$ cat src/rtl/ulpb_tx_pkg.sv
// Shared types and default sizing for the ULPB transmit request queue.
package ulpb_tx_pkg;

   localparam int DEF_DEPTH     = 4;
   localparam int DEF_ADDR_W    = 8;
   localparam int DEF_DATA_W    = 32;
   localparam int DEF_MAX_RETRY = 2;

   typedef enum logic [2:0] {
      S_IDLE     = 3'd0,
      S_REQ      = 3'd1,
      S_REL      = 3'd2,
      S_WAIT_RES = 3'd3,
      S_RES_CLR  = 3'd4,
      S_RETIRE   = 3'd5
   } tx_state_e;

endpackage

$ cat src/rtl/ulpb_sync2.sv
// Two-flop synchronizer for the node-side handshake and status lines.
module ulpb_sync2 (
   input  logic clk,
   input  logic rst,
   input  logic d,
   output logic q
);

   logic meta;

   always_ff @(posedge clk or posedge rst) begin
      if (rst) begin
         meta <= 1'b0;
         q    <= 1'b0;
      end else begin
         meta <= d;
         q    <= meta;
      end
   end

endmodule

$ cat src/rtl/ulpb_tx_queue.sv
// Transmit request queue: buffers (addr, data) messages and feeds them to the
// node over REQ/ACK, closing each transfer with the TX status handshake.
//
// state      | meaning
// -----------+------------------------------------------------------------
// S_IDLE     | waiting for a queued entry
// S_REQ      | REQ_OUT high, waiting for synchronized ACK
// S_REL      | REQ_OUT low, waiting for ACK to drop
// S_WAIT_RES | waiting for TX_SUCCESS or TX_FAIL
// S_RES_CLR  | TX_ACK high, waiting for status lines to drop
// S_RETIRE   | DONE pulse, head entry popped
module ulpb_tx_queue
   import ulpb_tx_pkg::*;
#(
   parameter int DEPTH     = DEF_DEPTH,
   parameter int ADDR_W    = DEF_ADDR_W,
   parameter int DATA_W    = DEF_DATA_W,
   parameter int MAX_RETRY = DEF_MAX_RETRY
) (
   input  logic                     CLK,
   input  logic                     RESET,
   input  logic                     PUSH,
   input  logic [ADDR_W-1:0]        PUSH_ADDR,
   input  logic [DATA_W-1:0]        PUSH_DATA,
   output logic                     FULL,
   output logic                     EMPTY,
   output logic [$clog2(DEPTH):0]   COUNT,
   output logic                     OVERFLOW,
   output logic [ADDR_W-1:0]        ADDR_OUT,
   output logic [DATA_W-1:0]        DATA_OUT,
   output logic                     REQ_OUT,
   input  logic                     ACK_IN,
   input  logic                     TX_SUCCESS,
   input  logic                     TX_FAIL,
   output logic                     TX_ACK,
   output logic                     DONE,
   output logic                     DONE_FAIL
);

   localparam int PW = $clog2(DEPTH);
   localparam int CW = PW + 1;
   localparam int RW = (MAX_RETRY < 1) ? 1 : $clog2(MAX_RETRY + 1);

   logic [ADDR_W-1:0] mem_addr [DEPTH];
   logic [DATA_W-1:0] mem_data [DEPTH];
   logic [PW-1:0]     wptr;
   logic [PW-1:0]     rptr;
   logic [CW-1:0]     count_q;
   logic [CW-1:0]     count_nxt;
   logic [RW-1:0]     retry_cnt;
   logic              res_fail;
   logic              ack_s;
   logic              succ_s;
   logic              fail_s;
   logic              push_ok;
   logic              retire;
   logic              retry;
   tx_state_e         state;
   tx_state_e         state_nxt;

   ulpb_sync2 u_sync_ack  (.clk(CLK), .rst(RESET), .d(ACK_IN),     .q(ack_s));
   ulpb_sync2 u_sync_succ (.clk(CLK), .rst(RESET), .d(TX_SUCCESS), .q(succ_s));
   ulpb_sync2 u_sync_fail (.clk(CLK), .rst(RESET), .d(TX_FAIL),    .q(fail_s));

   assign push_ok  = PUSH && !FULL;
   assign COUNT    = count_q;
   assign ADDR_OUT = mem_addr[rptr];
   assign DATA_OUT = mem_data[rptr];

   always_comb begin
      state_nxt = state;
      retire    = 1'b0;
      retry     = 1'b0;
      case (state)
         S_IDLE:     if (!EMPTY) state_nxt = S_REQ;
         S_REQ:      if (ack_s) state_nxt = S_REL;
         S_REL:      if (!ack_s) state_nxt = S_WAIT_RES;
         S_WAIT_RES: if (succ_s || fail_s) state_nxt = S_RES_CLR;
         S_RES_CLR: begin
            if (!succ_s && !fail_s) begin
               if (res_fail && (retry_cnt < RW'(MAX_RETRY))) begin
                  retry     = 1'b1;
                  state_nxt = S_REQ;
               end else begin
                  state_nxt = S_RETIRE;
               end
            end
         end
         S_RETIRE: begin
            retire    = 1'b1;
            state_nxt = S_IDLE;
         end
         default:    state_nxt = S_IDLE;
      endcase
   end

   // Handshake outputs are flopped from the next state so the node never
   // sees decode glitches on REQ/TX_ACK.
   always_ff @(posedge CLK or posedge RESET) begin
      if (RESET) begin
         state     <= S_IDLE;
         REQ_OUT   <= 1'b0;
         TX_ACK    <= 1'b0;
         DONE      <= 1'b0;
         DONE_FAIL <= 1'b0;
         res_fail  <= 1'b0;
         retry_cnt <= '0;
      end else begin
         state     <= state_nxt;
         REQ_OUT   <= (state_nxt == S_REQ);
         TX_ACK    <= (state_nxt == S_RES_CLR);
         DONE      <= (state_nxt == S_RETIRE);
         DONE_FAIL <= (state_nxt == S_RETIRE) && res_fail;
         if ((state == S_WAIT_RES) && (succ_s || fail_s)) res_fail <= fail_s;
         if (retry) retry_cnt <= retry_cnt + RW'(1);
         else if (retire) retry_cnt <= '0;
      end
   end

   always_comb begin
      count_nxt = count_q;
      if (push_ok && !retire) count_nxt = count_q + CW'(1);
      else if (!push_ok && retire) count_nxt = count_q - CW'(1);
   end

   always_ff @(posedge CLK or posedge RESET) begin
      if (RESET) begin
         wptr     <= '0;
         rptr     <= '0;
         count_q  <= '0;
         FULL     <= 1'b0;
         EMPTY    <= 1'b1;
         OVERFLOW <= 1'b0;
         for (int i = 0; i < DEPTH; i++) begin
            mem_addr[i] <= '0;
            mem_data[i] <= '0;
         end
      end else begin
         if (push_ok) begin
            mem_addr[wptr] <= PUSH_ADDR;
            mem_data[wptr] <= PUSH_DATA;
            wptr           <= wptr + PW'(1);
         end
         if (retire) rptr <= rptr + PW'(1);
         count_q  <= count_nxt;
         FULL     <= (count_nxt == CW'(DEPTH));
         EMPTY    <= (count_nxt == '0);
         OVERFLOW <= PUSH && FULL;
      end
   end

endmodule

$ cat config.mk
export PLATFORM = sky130hd
export DESIGN_NAME = ulpb_tx_queue
export DESIGN_NICKNAME = d
export VERILOG_FILES = /design/src/rtl/ulpb_tx_pkg.sv /design/src/rtl/ulpb_sync2.sv /design/src/rtl/ulpb_tx_queue.sv
export SDC_FILE = /design/constraint.sdc
export NUM_CORES = 1
export LEC_CHECK = 0
export CORE_ASPECT_RATIO = 1.5
export CORE_UTILIZATION = 50
export CTS_CLUSTER_SIZE = 12
export DETAILED_ROUTE_END_ITERATION = 8
export PLACE_DENSITY_LB_ADDON = 0.08
export SLEW_MARGIN = 20
export SYNTH_ARGS = -nofsm -noshare
export SYNTH_HDL_FRONTEND = slang
export SYNTH_HIERARCHICAL = 1
export SYNTH_SLANG_ARGS = --single-unit
$ cat constraint.sdc
create_clock -name CLK -period 7.7 [get_ports CLK]
set_clock_uncertainty 0.05 [all_clocks]
set_input_delay 1.54 -clock CLK [delete_from_list [all_inputs] [get_ports CLK]]
set_output_delay 1.54 -clock CLK [all_outputs]
set_load 0.01 [all_outputs]
==> metrics.cfg <==
[logic_synthesis]
yosys-top-cells-area=dfrtp_1 58%, mux2_2 22%, mux4_2 11%, buf_2 1.7%, ha_1 0.93%
yosysUniqueCellTypes=37
synth_area_leader_cell=dfrtp_1
synth_area_um2=8040
yosysSeqAreaShare_pct=57.9
synth_top_area_share_pct=57.6
syn-num-nets=549
ys_ff_latch=186
ys.warnings.count=6
syn_inst=497
avgSynthCellArea_um2=16.2

[timing]
hold_slack_ns=0.304
clock.fmax_mhz=223
final_max_slew_viol_count=0
hold_violations=0
relSlewSlack_pct=37.6
tns_ns=0
setup-violations-final=0
finalCriticalPeriod_ns=4.49
fin_crit_sh_pct=58.4
grt_setup_unrepaired=no
worst_pin_slew_ns=0.935

[cells_and_area]
layoutNonFillerInstCount=804
nFillCells=1198
seq_area_um2=4660
layout_common_cells=183 x dfrtp_1, 160 x mux2_2, 95 x clkdlybuf4s50_1, 40 x mux4_2, 17 x clkbuf_16
drive_above_1_share_pct=41.9
layout_commonest_cell=dfrtp_1
antenna_cells=0
area_growth_pct=21.1
nets=641
multi_input_area_um2=3200

[routing]
vias=4430
drc_errors=0
drt-initial-drc-count=112
wl_per_cell_um=19.4
finalWirelength_um=15600
drtPass1Iterations=5
via_per_inst=5.51
ant_nets=0

[critical_path]
crit_type=reg -> out
r2r_start=FULL
cp.required_ns=6.11
rrSetupSlack_ns=5.07
crit_fanout=24
worstSetupStartpointType=flip-flop
r2r-end=mem_addr[3]
crit_path_end_kind=primary output
reg2reg_depth=4
cp.arrival_ns=2.90

[grt]
first_global_vias=4859
gr-total-overflow=0
grt_start_max_net_pins=85
grt_pass1_wl_um=25400
grt_usage_pct=20.4
antenna_found_initial=0

[clock_tree]
cts_setup_buffers=0
cts_tree=yes
clk_pin_slew_ns=0.06
cts_buffers=17
ctsHoldBuffers=0
cts.path.max_buffers=2
cts_htree_levels=4
insertion_delay_ns=0.41
root_buffer=clkbuf_16
cts_sinks=186
cts-resized-gates=0

[die]
core_area_um2=15700
num_rows=56
dieArea_um2=16600
start_util_pct=51.2
die_w_um=106
io_pins=96
die_y_um=157

[min_path]
hold_end=u_sync_fail/q
worstHoldStart=u_sync_fail/meta
min_delay_path_depth=0
hold_path_class=reg -> reg

[power_and_ir_drop]
power_switching_mw=1.33
p_sw_share_pct=29.6
seq_power_share_pct=39.0
leakagePower_nw=4.09
peakVddDrop_mv=0.235
combPwrFrac_pct=42.1
p_clk_share_pct=18.9
internal_power_mw=3.16
cellPowerDensity_nw_per_um2=460

[outcome]
outcome=completed

[placed_design]
io_buffers=95
dp_cells=773
gp_congestion=0.753
post-dp-hpwl_um=9810

[job]
drv_cap=0

## per-layer routing
| layer | vias to the layer above | GRT usage [%] | wire, um |
|---|---|---|---|
| met1 | 2359 | 25.3 | 6610 |
| met5 | - | 0 | 0 |
| met4 | 0 | 6.22 | 131 |
| met2 | 80 | 35.4 | 8370 |
| met3 | 8 | 5.01 | 457 |
| li1 | 1983 | - | - |
## state kept, by name, summed over array words and instances, names as in the netlist, 2 cells and up
| name | flops |
|---|---|
| rptr | 2 |
| mem_data | 128 |
| state | 3 |
| mem_addr | 32 |
| COUNT | 3 |
| wptr | 2 |
| retry_cnt | 2 |
## critical path: stages (launching register included)
cell,delay [ns]
dfrtp_2,0.80
buf_4,0.56
mux4_2,0.59
clkdlybuf4s50_1,0.51
## final cells by class
type,instances,area share (%)
clock buffer,24,4.95
clock inverter,7,0.938
inverter,8,0.360
multi-input combinational,273,32.9
sequential,186,47.8
tap,203,2.61
timing repair buffer,103,10.4
## worst max path at each step
| stage | endpoint | cells past startpoint | slack, ns | from |
|---|---|---|---|---|
| after CTS | ADDR_OUT[1] | 3 | 3.10 | rptr[0] |
| after floorplan | COUNT[0] | 1 | 1.22 | RESET |
| after global placement | mem_addr[3] | 5 | 3.47 | PUSH |
| final | DATA_OUT[24] | 3 | 3.21 | rptr[0] |
| after global routing | DATA_OUT[24] | 3 | 2.99 | rptr[0] |
| after detailed placement | mem_addr[2] | 5 | 3.39 | PUSH |
## logic make-up (layout without fill, tap and decap cells)
logic type / Yosys count / after routing / share of synthesized area, %
AND/OR/NAND/NOR: 44 / 44 / 2.82
AO/OA/AOI/OAI: 15 / 15 / 1.35
XOR/XNOR: 5 / 5 / 0.638
flip-flops: 186 / 186 / 57.9
multiplexers: 203 / 203 / 34.0
adder cells (fa/ha/maj): 6 / 6 / 0.934
buffers and inverters: 38 / 142 / 2.38
## synth_stat cells (all sizes together)
master  number
xnor2        5
dfrtp      185
a22o         1
and2         1
and3         2
o21ai        3
ha           6
nand2       12
buf         30
nand2b       1
and3b        1
or2          2
dfstp        1
a31oi        2
nand3        2
a221oi       1
nand3b       2
o32ai        1
and2b        1
a32o         1
nor3         4
o22ai        1
mux2       160
nor3b        1
mux4        40
a21oi        3
o21a         1
nor2b        1
inv          8
nor2        14
mux2i        3
o21ba        1
## power groups by stage
stage	clock, mW	combinational [mW]	sequential (mW)
2_1_floorplan	0	1.30	1.63
3_3_place_gp	0	1.86	1.73
3_5_place_dp	0	1.91	1.77
4_1_cts	0.867	1.92	1.75
5_1_grt	0.911	2.02	1.81
6_report	0.846	1.89	1.75
## per-stage QoR
step | setup WS (ns) | total power [mW] | utilization (%) | area, um2
2_1_floorplan | 1.22 | 2.93 | - | 8040
3_3_place_gp | 3.47 | 3.59 | 58.4 | 9160
3_5_place_dp | 3.39 | 3.68 | 58.4 | 9160
4_1_cts | 3.10 | 4.54 | 62.0 | 9740
5_1_grt | 2.99 | 4.74 | 62.0 | 9740
6_report | 3.21 | 4.48 | 62.0 | 9740
Note: power is estimated with default switching activity, not from simulation.
